`src/rtl/bsg_rr_merge_pkg.sv`:
```
// Shared constants and types for the 2-lane round-robin merge.
// Lane indices are an enum so the head pointer reads as a lane, not a bare bit.
package bsg_rr_merge_pkg;

  localparam int lanes_lp = 2;

  typedef enum logic {
    e_lane0 = 1'b0,
    e_lane1 = 1'b1
  } lane_e;

  function automatic lane_e next_lane(input lane_e cur);
    return (cur == e_lane0) ? e_lane1 : e_lane0;
  endfunction

endpackage

```
`src/rtl/bsg_rr_merge_lane_fifo.sv`:
```
// Per-lane buffer: ready/valid enqueue side, valid/yumi dequeue side.
// Only the pointers, count and liveness flag are reset; the storage array is not.
module bsg_rr_merge_lane_fifo
  import bsg_rr_merge_pkg::*;
#(
  parameter int width_p = 16,
  parameter int els_p   = 2
) (
  input  logic               clk_i,
  input  logic               reset_n_i,
  input  logic [width_p-1:0] data_i,
  input  logic               v_i,
  output logic               ready_o,
  output logic [width_p-1:0] data_o,
  output logic               v_o,
  input  logic               yumi_i
);

  localparam int ptr_w_lp = $clog2(els_p);
  localparam int cnt_w_lp = ptr_w_lp + 1;
  localparam logic [cnt_w_lp-1:0] full_cnt_lp = cnt_w_lp'(els_p);

  logic [width_p-1:0]  r_mem [els_p];
  logic [ptr_w_lp-1:0] r_wptr;
  logic [ptr_w_lp-1:0] r_rptr;
  logic [cnt_w_lp-1:0] r_count;
  logic [cnt_w_lp-1:0] w_count_next;
  logic                r_live;
  logic                w_full;
  logic                w_empty;
  logic                w_enq;
  logic                w_deq;

  // Ready comes from registered state only, so a full FIFO refuses input
  // even in the cycle it is being popped.
  assign w_full  = (r_count == full_cnt_lp);
  assign w_empty = (r_count == '0);
  assign ready_o = r_live & ~w_full;
  assign v_o     = ~w_empty;
  assign data_o  = r_mem[r_rptr];
  assign w_enq   = v_i & ready_o;
  assign w_deq   = yumi_i & v_o;

  always_ff @(posedge clk_i) begin
    if (w_enq) begin
      r_mem[r_wptr] <= data_i;
    end
  end

  always_comb begin
    w_count_next = r_count;
    unique case ({w_enq, w_deq})
      2'b10:   w_count_next = r_count + cnt_w_lp'(1);
      2'b01:   w_count_next = r_count - cnt_w_lp'(1);
      default: w_count_next = r_count;
    endcase
  end

  // r_live holds ready low until the first clock edge after reset release.
  always_ff @(posedge clk_i or negedge reset_n_i) begin
    if (!reset_n_i) begin
      r_wptr  <= '0;
      r_rptr  <= '0;
      r_count <= '0;
      r_live  <= 1'b0;
    end else begin
      r_live  <= 1'b1;
      r_count <= w_count_next;
      if (w_enq) begin
        r_wptr <= r_wptr + ptr_w_lp'(1);
      end
      if (w_deq) begin
        r_rptr <= r_rptr + ptr_w_lp'(1);
      end
    end
  end

  a_els_pow2: assert property (@(posedge clk_i)
    (els_p >= 2) && ((els_p & (els_p - 1)) == 0));

  a_yumi_valid: assert property (@(posedge clk_i) disable iff (!reset_n_i)
    yumi_i |-> v_o);

endmodule

```
`src/rtl/bsg_round_robin_2_to_1_merge.sv`:
```
// Re-serialises two buffered lanes onto one stream in strict lane0/lane1 order,
// restoring the word order of a stream that was swizzled across two lanes.
module bsg_round_robin_2_to_1_merge
  import bsg_rr_merge_pkg::*;
#(
  parameter int width_p = 16,
  parameter int els_p   = 2
) (
  input  logic                        clk_i,
  input  logic                        reset_n_i,
  input  logic [lanes_lp*width_p-1:0] data_i,
  input  logic [lanes_lp-1:0]         v_i,
  output logic [lanes_lp-1:0]         ready_o,
  output logic [width_p-1:0]          data_o,
  output logic                        v_o,
  input  logic                        ready_i
);

  logic [width_p-1:0]  w_lane_data [lanes_lp];
  logic [lanes_lp-1:0] w_lane_v;
  logic [lanes_lp-1:0] w_lane_yumi;
  lane_e               r_head;
  lane_e               w_head_next;
  logic                w_head_idx;
  logic                w_fire;

  for (genvar k = 0; k < lanes_lp; k++) begin : g_lane
    bsg_rr_merge_lane_fifo #(
      .width_p (width_p),
      .els_p   (els_p)
    ) u_fifo (
      .clk_i     (clk_i),
      .reset_n_i (reset_n_i),
      .data_i    (data_i[k*width_p +: width_p]),
      .v_i       (v_i[k]),
      .ready_o   (ready_o[k]),
      .data_o    (w_lane_data[k]),
      .v_o       (w_lane_v[k]),
      .yumi_i    (w_lane_yumi[k])
    );

    assign w_lane_yumi[k] = w_fire & (w_head_idx == 1'(k));

    a_hold_valid: assert property (@(posedge clk_i) disable iff (!reset_n_i)
      (v_i[k] && !ready_o[k]) |=> v_i[k]);
  end

  // Output only ever looks at the head lane; an empty head stalls the stream
  // even when the other lane has data.
  assign w_head_idx = r_head;
  assign v_o        = w_lane_v[w_head_idx];
  assign data_o     = w_lane_data[w_head_idx];
  assign w_fire     = v_o & ready_i;

  always_comb begin
    w_head_next = r_head;
    if (w_fire) begin
      w_head_next = next_lane(r_head);
    end
  end

  always_ff @(posedge clk_i or negedge reset_n_i) begin
    if (!reset_n_i) begin
      r_head <= e_lane0;
    end else begin
      r_head <= w_head_next;
    end
  end

endmodule
```
`config.mk`:
```
export PLATFORM = sky130hd
export DESIGN_NAME = bsg_round_robin_2_to_1_merge
export DESIGN_NICKNAME = d
export VERILOG_FILES = /design/src/rtl/bsg_rr_merge_pkg.sv /design/src/rtl/bsg_rr_merge_lane_fifo.sv /design/src/rtl/bsg_round_robin_2_to_1_merge.sv
export SDC_FILE = /design/constraint.sdc
export NUM_CORES = 1
export LEC_CHECK = 0
export BUFFER_PORTS_ARGS = -buffer_cell sky130_fd_sc_hd__buf_2
export CORE_MARGIN = 8
export CORE_UTILIZATION = 25
export CTS_CLUSTER_SIZE = 30
export DETAILED_ROUTE_END_ITERATION = 10
export PLACE_DENSITY = 0.43
export SYNTH_ARGS = -nofsm -noshare
export SYNTH_HDL_FRONTEND = slang
export SYNTH_SLANG_ARGS = --single-unit
```
`constraint.sdc`:
```
create_clock -name clk_i -period 1.7 [get_ports clk_i]
set_input_delay 0.255 -clock clk_i [delete_from_list [all_inputs] [get_ports clk_i]]
set_output_delay 0.255 -clock clk_i [all_outputs]
set_load 0.03 [all_outputs]
```
==> results of run 1 <==
==> critical path, delay by kind of cell, from the launching register on <==
family	cells	cell delay, ps
compound gates	1	100
buf+inv	2	390
flops	1	380
mux	1	300
==> cell usage after synthesis, types with 2 or more instances <==
cell type	n
buf_2	4
dfrtp_1	10
inv_1	4
buf_6	2
a21oi_1	16
ha_1	2
buf_4	5
edfxtp_1	64
mux2i_1	16
nor2b_1	16
a211oi_1	16
o211ai_1	2
xnor2_1	9
nor2_1	5
==> path summary, 6_finish.rpt <==
path	end	cells past startpoint	slack (ps)	from
min	g_lane[1].u_fifo.r_mem[0][9]	1	120	data_i[25]
min reg2reg	g_lane[0].u_fifo.r_wptr	1	510	g_lane[0].u_fifo.r_wptr
min in group asynchronous	g_lane[1].u_fifo.r_live	2	330	reset_n_i
max in group asynchronous	g_lane[0].u_fifo.r_rptr	2	1150	reset_n_i
max reg2reg	g_lane[1].u_fifo.r_count[1]	4	210	g_lane[1].u_fifo.r_count[0]
max	data_o[10]	4	-60	g_lane[1].u_fifo.r_rptr
==> cells in the final DEF (no fill, tap or decap), drive strengths merged <==
master       instances
a21o                 1
and3                 2
nor2                 5
buf                 66
dlygate4sd3          1
nor2b               16
bufinv               1
nor3                 1
a211oi              16
a21boi               1
clkinv               3
inv                  4
o21a                 1
conb                 1
clkbuf              11
dfrtp               10
edfxtp              64
ha                   2
a31oi                1
a21oi               16
mux2i               16
xor2                 1
nor3b                1
o211ai               3
xnor2                9
==> through the flow <==
stage               util, %  worst slack [ps]  total power, uW  hold slack, ps  std cells
global placement       30.1               216             5130             139        378
global route           35.0              -139             7870             111        396
finish                 35.0             -63.4             7510             116        396
detailed placement     30.1               205             5140             134        378
CTS                    33.9             -72.1             7320             103        396
floorplan                 -               163             4350           -40.6        183
==> flip-flops by register name, summed over array words and instances (netlist names) <==
register	count
g_lane.u_fifo.r_rptr	2
g_lane.u_fifo.r_mem	64
g_lane.u_fifo.r_count	4
g_lane.u_fifo.r_wptr	2
g_lane.u_fifo.r_live	1
r_head	1
==> timing repair <==
item / CTS / global route
setup buffers: 2 / 0
setup endpoints to repair: 16 / 16
pin swaps: 4 / 0
gates resized for setup: 38 / 27
hold endpoints to repair: 10 / 0
hold buffers: 1 / 0
==> where the power goes <==
group | switching [uW] | leakage [uW] | internal, uW
Combinational | 1890 | 0.000603 | 1340
Sequential | 199 | 0.000699 | 2320
Clock | 645 | 0.000137 | 1120
Total | 2730 | 0.00144 | 4780
==> cells by family (layout without fill, tap and decap cells) <==
| family | after synthesis | in the layout |
|---|---|---|
| AO/OA/AOI/OAI | 39 | 39 |
| AND/OR/NAND/NOR | 25 | 25 |
| other | 1 | 1 |
| flip-flops | 74 | 74 |
| adder cells (fa/ha/maj) | 2 | 2 |
| buffers and inverters | 16 | 86 |
| multiplexers | 16 | 16 |
| XOR/XNOR | 10 | 10 |
==> routing by layer <==
metal	wire length (um)	track usage (%)	vias to the layer above
met3	165	1.83	15
met4	182	5.88	2
met5	8	0	-
met2	3100	12.7	27
li1	-	-	824
met1	3210	10.8	803
==> final cells by class <==
class / instances / share of cell area, %
clock buffers: 11 / 5.81
inverters: 4 / 0.375
repair buffers: 67 / 12.2
multi-input cells: 93 / 21.8
clock inverters: 4 / 1.09
well taps: 143 / 4.46
flip-flops and latches: 74 / 54.2
==> impl_metrics.json, run 1 <==
{
  "status": "finished with violations",
  "violations": "negative setup slack",
  "numCtsBuffers": 9,
  "critPathLaunchType": "flop",
  "area_growth_pct": 35.4,
  "yosys-top-cells-area": "edfxtp_1, dfrtp_1, mux2i_1",
  "io_pins": 56,
  "synth.ff_latch_count": 74,
  "coreArea_sq_um": 11500,
  "synth_compound_area_share_pct": 8.66,
  "grt_antenna_before_repair": 1,
  "cts.clk_slew.worst_paths_ps": 50,
  "fin_ws_ps": -63.4,
  "hold_path_class": "input pin to flop",
  "multi_input_area_sq_um": 876,
  "row_count": 39,
  "critPathKind": "flop to primary output",
  "firstDrtPassIters": 3,
  "synth_mux_area_share_pct": 5.41,
  "die_w_um": 125,
  "worstSetupEndpointType": "primary output",
  "yosysSeqAreaShare_pct": 73.4,
  "grt_pass1_vias": 1713,
  "start_util_pct": 25.8,
  "synth_fp_nets": 222,
  "finalCritPeriodShare_pct": 104,
  "cp.required_ps": 1440,
  "clk_latency_ps": 320,
  "worstPathCellList": "buf_12, mux2i_2, a21oi_2, buf_4",
  "drt.antenna.violating_nets": 0,
  "power.leakage_uw": 0.00144,
  "hpwlAfterDp_mm": 4.67,
  "p_per_area_nw_per_um2": 1870,
  "cp_slowest_stage_delay_ps": 380,
  "layout-drive-gt1-share_pct": 47.8,
  "synth_edf_count": 64,
  "wl_per_cell_um": 16.8,
  "vdd_drop_max_mv": 0.661,
  "drt_iter0_markers": 54,
  "setup_viol": 13,
  "overflow": 0,
  "setup_tns_ps": -369,
  "gr-usage-all-layers_pct": 8.51,
  "num_vias": 1671,
  "synth_top_family_by_area": "compound AO/OA/AOI/OAI gates",
  "grt_max_degree": 33,
  "portBuffers": 55,
  "root_buffer": "clkbuf_16",
  "max_freq_mhz": 567,
  "final_max_slew_viol_count": 0,
  "finalCriticalPeriod_ps": 1760,
  "seq_area_sq_um": 2170,
  "cts.sinks": 74,
  "antennaDiodeCount": 0,
  "final_area_sq_um": 4010,
  "die_h_um": 125,
  "gp_congestion": 0.700,
  "htreeDepth": 3,
  "grt_pass1_wl_mm": 9.87,
  "fin_skew_ps": 3.88,
  "wirelength_mm": 6.67,
  "synthDistinctLibCells": 26,
  "cap_violations": 0,
  "synthAdderAreaFrac_pct": 0.845,
  "synth_area_sq_um": 2960,
  "yosys.area_share.simple_pct": 5.28,
  "yosys_warnings": 0,
  "synth_xor_area_share_pct": 2.96,
  "ys_async_sr_fraction_pct": 13.5,
  "worst-path-max-fanout": 17,
  "nets": 288,
  "via_per_inst": 4.22,
  "avgSynthCellArea_sq_um": 16.2,
  "post_dp_cell_area_sq_um": 3450,
  "synth_top_area_share_pct": 64.9,
  "drc": 0,
  "fillers": 1060,
  "slowest_stage": "dfrtp_1",
  "cts_tree": "yes",
  "hold_violations": 0,
  "crit_arrival_ps": 1510,
  "syn_inst": 183,
  "synthFlopType": "edfxtp_1",
  "synth_top_area_cell": "edfxtp_1",
  "rsz0062_at_grt": "true",
  "clock_path_buffers": 2,
  "die-area_sq_um": 15600
}
Note: power is estimated with default switching activity, not from simulation.
==> run 2, diff against run 1 <==
CORE_MARGIN = not set   (was 8)
RECOVER_POWER = 50   (was not set)
==> run 2 against run 1 <==
Effect of this change:
- the run still ends with negative setup slack left
- total power grew 1.8%
- clock-buffer cell count is the same
- largest power group unchanged
- register-to-register slack is essentially flat
- critical path type unchanged
- global-route usage grew 2.4 points
- sequential share of layout area shrank 0.74 points
- cell area grew 1.4%
- clock skew grew 1.3 ps
- combinational power grew 7.4%
- highest routed layer is now met4
- clock power shrank 8%
- sequential power is essentially flat
- wire length shrank 6.1%
- utilization grew 0.50 points
- critical endpoint unchanged
==> impl_metrics.json, run 2 (synthesis results as in run 1) <==
{
  "status": "finished with violations",
  "violations": "negative setup slack",
  "largest_register_ffs": 64,
  "num_vias": 1679,
  "final_cell_mix": "edfxtp_1, clkbuf_1, buf_4",
  "cts.sinks": 74,
  "worstSetupEndpointType": "primary output",
  "wl_per_cell_um": 15.6,
  "clk_latency_ps": 330,
  "drt_iter0_markers": 85,
  "firstDrtPassIters": 4,
  "rsz0062_at_grt": "true",
  "setup_viol": 16,
  "slowest_stage": "dfrtp_2",
  "cp_slowest_stage_delay_ps": 440,
  "die_w_um": 111,
  "area_growth_pct": 37.4,
  "p_per_area_nw_per_um2": 1880,
  "via_per_inst": 4.19,
  "drc": 0,
  "final_common_cell": "edfxtp_1",
  "start_util_pct": 25.8,
  "critPathKind": "flop to primary output",
  "nets": 293,
  "vdd_drop_max_mv": 0.538,
  "grt_antenna_before_repair": 0,
  "grt_pass1_vias": 1693,
  "coreArea_sq_um": 11500,
  "grt_max_degree": 25,
  "fin_skew_ps": 5.23,
  "slew_headroom_pct": 60.5,
  "final_area_sq_um": 4070,
  "io_pins": 56,
  "fin_ws_ps": -46.4,
  "hold_violations": 0,
  "fillers": 1077,
  "hold_start": "data_i[11]",
  "seq_area_sq_um": 2180,
  "die_h_um": 111,
  "cts_tree": "yes",
  "hold_path_class": "input pin to flop",
  "portBuffers": 55,
  "regMostFlops": "g_lane.u_fifo.r_mem",
  "setup_tns_ps": -359,
  "drt.antenna.violating_nets": 0,
  "crit_arrival_ps": 1490,
  "gr-usage-all-layers_pct": 10.9,
  "row_count": 39,
  "wirelength_mm": 6.26,
  "worstPathCellList": "buf_12, mux2i_2, a21oi_1, buf_4",
  "crit_path_start": "g_lane[1].u_fifo.r_rptr",
  "cap_violations": 0,
  "max_freq_mhz": 573,
  "power.leakage_uw": 0.00140,
  "clock_path_buffers": 2,
  "final_max_slew_viol_count": 0,
  "finalCritPeriodShare_pct": 103,
  "top_regs": "g_lane.u_fifo.r_mem x64, g_lane.u_fifo.r_count x4",
  "finalCriticalPeriod_ps": 1750,
  "die-area_sq_um": 12300,
  "reg2reg_from": "g_lane[1].u_fifo.r_count[0]",
  "htreeDepth": 3,
  "worst_slew_pin_slew_ps": 593,
  "cp.required_ps": 1440,
  "root_buffer": "clkbuf_16",
  "cts.clk_slew.worst_paths_ps": 50,
  "grt_pass1_wl_mm": 9.69,
  "layout-drive-gt1-share_pct": 38.0,
  "antennaDiodeCount": 0,
  "worst-path-max-fanout": 8,
  "post_dp_cell_area_sq_um": 3470,
  "place_ws_ps": 177,
  "overflow": 0,
  "multi_input_area_sq_um": 876,
  "hpwlAfterDp_mm": 4.29,
  "critPathLaunchType": "flop",
  "numCtsBuffers": 9,
  "gp_congestion": 0.752
}
run 2: cell count changes in the layout (fill, tap and decap cells not counted), sizes merged:
| cell | before | now |
|---|---|---|
| buf | 66 | 39 |
| clkinvlp | 0 | 1 |
| clkbuf | 11 | 43 |
| bufinv | 1 | 0 |
run 2: power by group:
| part | switching [uW] | total [uW] | internal (uW) |
|---|---|---|---|
| Clock | 652 | 1620 | 965 |
| Combinational | 1900 | 3470 | 1570 |
| Sequential | 235 | 2550 | 2320 |
| Total | 2790 | 7640 | 4850 |
run 2: cell type report:
cell class	count	area share [%]
flip-flops and latches	74	53.5
multi-input cells	93	21.5
repair buffers	72	14.0
clock buffers	11	5.72
well taps	143	4.40
clock inverters	4	0.492
inverters	4	0.369
run 2: layer usage:
layer	vias to the layer above	GRT usage [%]	share of wire, %
met4	0	7.91	2.8
met2	29	15.5	46
li1	827	-	-
met3	10	2.57	2.8
met1	813	14.4	49
met5	-	0	0
run 2: repair_timing:
item	in CTS	in global routing
endpoints found under the hold margin	10	0
pin swaps	7	4
resized for setup	44	35
hold buffers	1	0
buffers inserted	2	0
endpoints found under the setup margin	16	17
cloned	1	2
run 2: through the flow:
step,hold WS (ps),util (%),std cells,total power (uW)
floorplan,-40.6,-,183,4350
global placement,143,30.2,380,5110
detailed placement,142,30.2,380,5110
CTS,106,34.3,399,7300
global route,107,35.5,401,8040
finish,116,35.5,401,7640
run 2: worst paths after layout:
| check | endpoint | cells after the start | slack (ps) |
|---|---|---|---|
| min in group asynchronous | g_lane[0].u_fifo.r_wptr | 2 | 440 |
| setup / recovery | data_o[10] | 4 | -50 |
| hold reg to reg | g_lane[1].u_fifo.r_wptr | 1 | 500 |
| max in group asynchronous | g_lane[1].u_fifo.r_rptr | 2 | 840 |
| hold / removal | g_lane[0].u_fifo.r_mem[0][11] | 1 | 120 |
| setup reg to reg | g_lane[1].u_fifo.r_count[1] | 4 | 200 |
run 2: critical path, delay by kind of cell, from the launching register on:
kind,cells,cell delay (ps)
flops,1,440
buf+inv,2,330
mux,1,270
compound gates,1,110
==> run 3, diff against run 2 <==
ABC_AREA = 1   (was not set)
PLACE_DENSITY = 0.42   (was 0.43)
==> run 3 against run 2 <==
Effect of this change:
- the run still ends with negative setup slack left
- clock-buffer cell count unchanged
- hold slack got worse by 5.7 ps
- sequential power fell by 2%
- synthesized cell count up 52%
==> impl_metrics.json, run 3 <==
{
  "status": "finished with violations",
  "violations": "negative setup slack",
  "ys_async_sr_fraction_pct": 13.5,
  "hold_violations": 0,
  "drc": 0,
  "layout-drive-gt1-share_pct": 32.4,
  "io_pins": 56,
  "firstDrtPassIters": 4,
  "yosys.area_share.simple_pct": 17.3,
  "synth_xor_area_share_pct": 0.549,
  "worst_slew_pin_slew_ps": 591,
  "root_buffer": "clkbuf_16",
  "synth_compound_area_share_pct": 5.34,
  "synth_mux_area_share_pct": 0,
  "final_cell_mix": "nand2_1, edfxtp_1, nand2_2",
  "yosys-top-cells-area": "edfxtp_1, nand2_1, dfrtp_1",
  "cp.required_ps": 1440,
  "die-area_sq_um": 13200,
  "hold_path_class": "input pin to flop",
  "synth_area_sq_um": 3190,
  "r2r_end": "g_lane[0].u_fifo.r_count[1]",
  "hold_start": "data_i[5]",
  "wl_per_cell_um": 13.1,
  "clk_latency_ps": 330,
  "cts.sinks": 74,
  "max_freq_mhz": 588,
  "htreeDepth": 3,
  "fillers": 1277,
  "gr-usage-all-layers_pct": 11.1,
  "cp_num_buf_inv": 2,
  "top_regs": "g_lane.u_fifo.r_mem x64, g_lane.u_fifo.r_count x4",
  "path_delay_family": "flip-flops",
  "reg2reg_from": "g_lane[0].u_fifo.r_count[0]",
  "critPathKind": "flop to primary output",
  "gp_congestion": 0.734,
  "reg2reg_slack_ps": 210,
  "start_util_pct": 26.1,
  "r2r_cells": 9,
  "min_delay_path_depth": 1,
  "yosysSeqAreaShare_pct": 68.1,
  "final_common_cell": "nand2_1",
  "coreArea_sq_um": 12200,
  "grt_pass1_vias": 2028,
  "yosys_warnings": 0,
  "fin_ws_ps": -0.714,
  "crit_arrival_ps": 1450,
  "synth_top_family_by_area": "simple AND/OR/NAND/NOR gates",
  "setup_tns_ps": -0.714,
  "fin_skew_ps": 3.83,
  "finalCritPeriodShare_pct": 100,
  "synthDistinctLibCells": 20,
  "synthFlopType": "edfxtp_1",
  "antennaDiodeCount": 0,
  "drt.antenna.violating_nets": 0,
  "avgSynthCellArea_sq_um": 11.5,
  "setup_viol": 1,
  "cpMostUsedCell": "nand2_1",
  "synthAdderAreaFrac_pct": 0.785,
  "num_vias": 2044,
  "synth_most_common_cell": "nand2_1",
  "synth.ff_latch_count": 74,
  "portBuffers": 55,
  "regMostFlops": "g_lane.u_fifo.r_mem",
  "worst_hold_path.endpoint": "g_lane[0].u_fifo.r_mem[0][5]",
  "vdd_drop_max_mv": 0.445,
  "grt_pass1_wl_mm": 10.6,
  "via_per_inst": 3.93,
  "cts.clk_slew.worst_paths_ps": 60,
  "place_ws_ps": 214,
  "worst-path-max-fanout": 6,
  "drt_iter0_markers": 115,
  "cts_tree": "yes",
  "wirelength_mm": 6.82,
  "hpwlAfterDp_mm": 4.79,
  "syn_inst": 278,
  "cap_violations": 0,
  "row_count": 40,
  "cp_slowest_stage_delay_ps": 530,
  "area_growth_pct": 30.8,
  "grt_max_degree": 21,
  "finalCriticalPeriod_ps": 1700,
  "power.leakage_uw": 0.00173,
  "critPathLaunchType": "flop",
  "largest_register_ffs": 64,
  "nets": 387,
  "grt_antenna_before_repair": 0,
  "numCtsBuffers": 9,
  "slew_headroom_pct": 60.6,
  "clock_path_buffers": 2,
  "synth_fp_nets": 317,
  "yosys-top-cells-count": "nand2_1, edfxtp_1, inv_1",
  "rsz0062_at_grt": "true",
  "worstPathCellList": "buf_6, nand2_1, nand2_1, nand2_1, nand2_1, buf_6",
  "final_max_slew_viol_count": 0,
  "slowest_stage": "dfrtp_2",
  "worstSetupEndpointType": "primary output",
  "overflow": 0,
  "die_w_um": 115,
  "synth_edf_count": 64,
  "synth_top_area_cell": "edfxtp_1",
  "p_per_area_nw_per_um2": 1850,
  "die_h_um": 115,
  "synth_top_area_share_pct": 60.3
}
[run 3: cell families after synthesis]
group | after synthesis
simple gates | 135
flops | 74
buf+inv | 46
compound gates | 18
xor+xnor | 2
fa+ha+maj | 2
other cells | 1
[run 3: metal layers]
| metal | track usage, % | share of wire [%] | wire length, um |
|---|---|---|---|
| met2 | 17.2 | 47 | 3200 |
| met5 | 0 | 0 | 0 |
| met3 | 2.21 | 3.0 | 204 |
| met1 | 14.6 | 48 | 3250 |
| met4 | 6.49 | 2.4 | 167 |
[run 3: metrics by stage]
| step | util (%) | hold WS (ps) | total power, uW | cell area, sq um | std cells |
|---|---|---|---|---|---|
| 6_report | 34.2 | 110 | 7710 | 4170 | 520 |
| 5_1_grt | 34.2 | 105 | 8220 | 4170 | 520 |
| 4_1_cts | 32.8 | 104 | 7280 | 4010 | 518 |
| 3_5_place_dp | 30.1 | 141 | 5360 | 3680 | 501 |
| 3_3_place_gp | 30.1 | 145 | 5330 | 3680 | 501 |
| 2_1_floorplan | - | -40.6 | 4590 | 3190 | 278 |
[run 3: worst max-delay path by stage]
stage | start | end | cells past startpoint
floorplan | g_lane[1].u_fifo.r_count[0] | g_lane[1].u_fifo.r_mem[1][0] | 4
global placement | g_lane[0].u_fifo.r_rptr | data_o[1] | 5
detailed placement | g_lane[1].u_fifo.r_count[0] | g_lane[1].u_fifo.r_count[1] | 9
CTS | g_lane[0].u_fifo.r_rptr | data_o[1] | 5
global route | g_lane[1].u_fifo.r_rptr | data_o[3] | 6
finish | g_lane[1].u_fifo.r_rptr | data_o[10] | 6
[run 3: power breakdown]
| group | switching (uW) | total, uW | internal (uW) |
|---|---|---|---|
| Clock | 667 | 1780 | 1120 |
| Sequential | 195 | 2500 | 2310 |
| Combinational | 2110 | 3430 | 1310 |
[run 3: timing repair]
| item | in CTS | in global routing |
|---|---|---|
| endpoints found under the setup margin | 16 | 16 |
| hold endpoints to repair | 10 | 0 |
| pin swaps | 3 | 22 |
| buffers inserted | 1 | 0 |
| hold buffers | 1 | 0 |
| resized for setup | 12 | 72 |
| gates cloned | 0 | 2 |
[run 3: area by class of cell]
type                       count  area (sq um)  share of cell area, %
tap                          168           210                   5.04
sequential                    74          2170                   52.1
inverter                      34           143                   3.42
clock buffer                  11           233                   5.58
timing repair buffer          70           500                   12.0
clock inverter                 4          43.8                   1.05
multi-input combinational    158           858                   20.6
timing repair inverter         1          8.76                  0.210
[run 3: worst register-to-register path, delay by kind of cell, from the launching register on]
family | cells | cell delay, ps
DFF | 1 | 400
adders and majority gates | 1 | 320
and+or+nand+nor | 5 | 410
buffers and inverters | 3 | 260
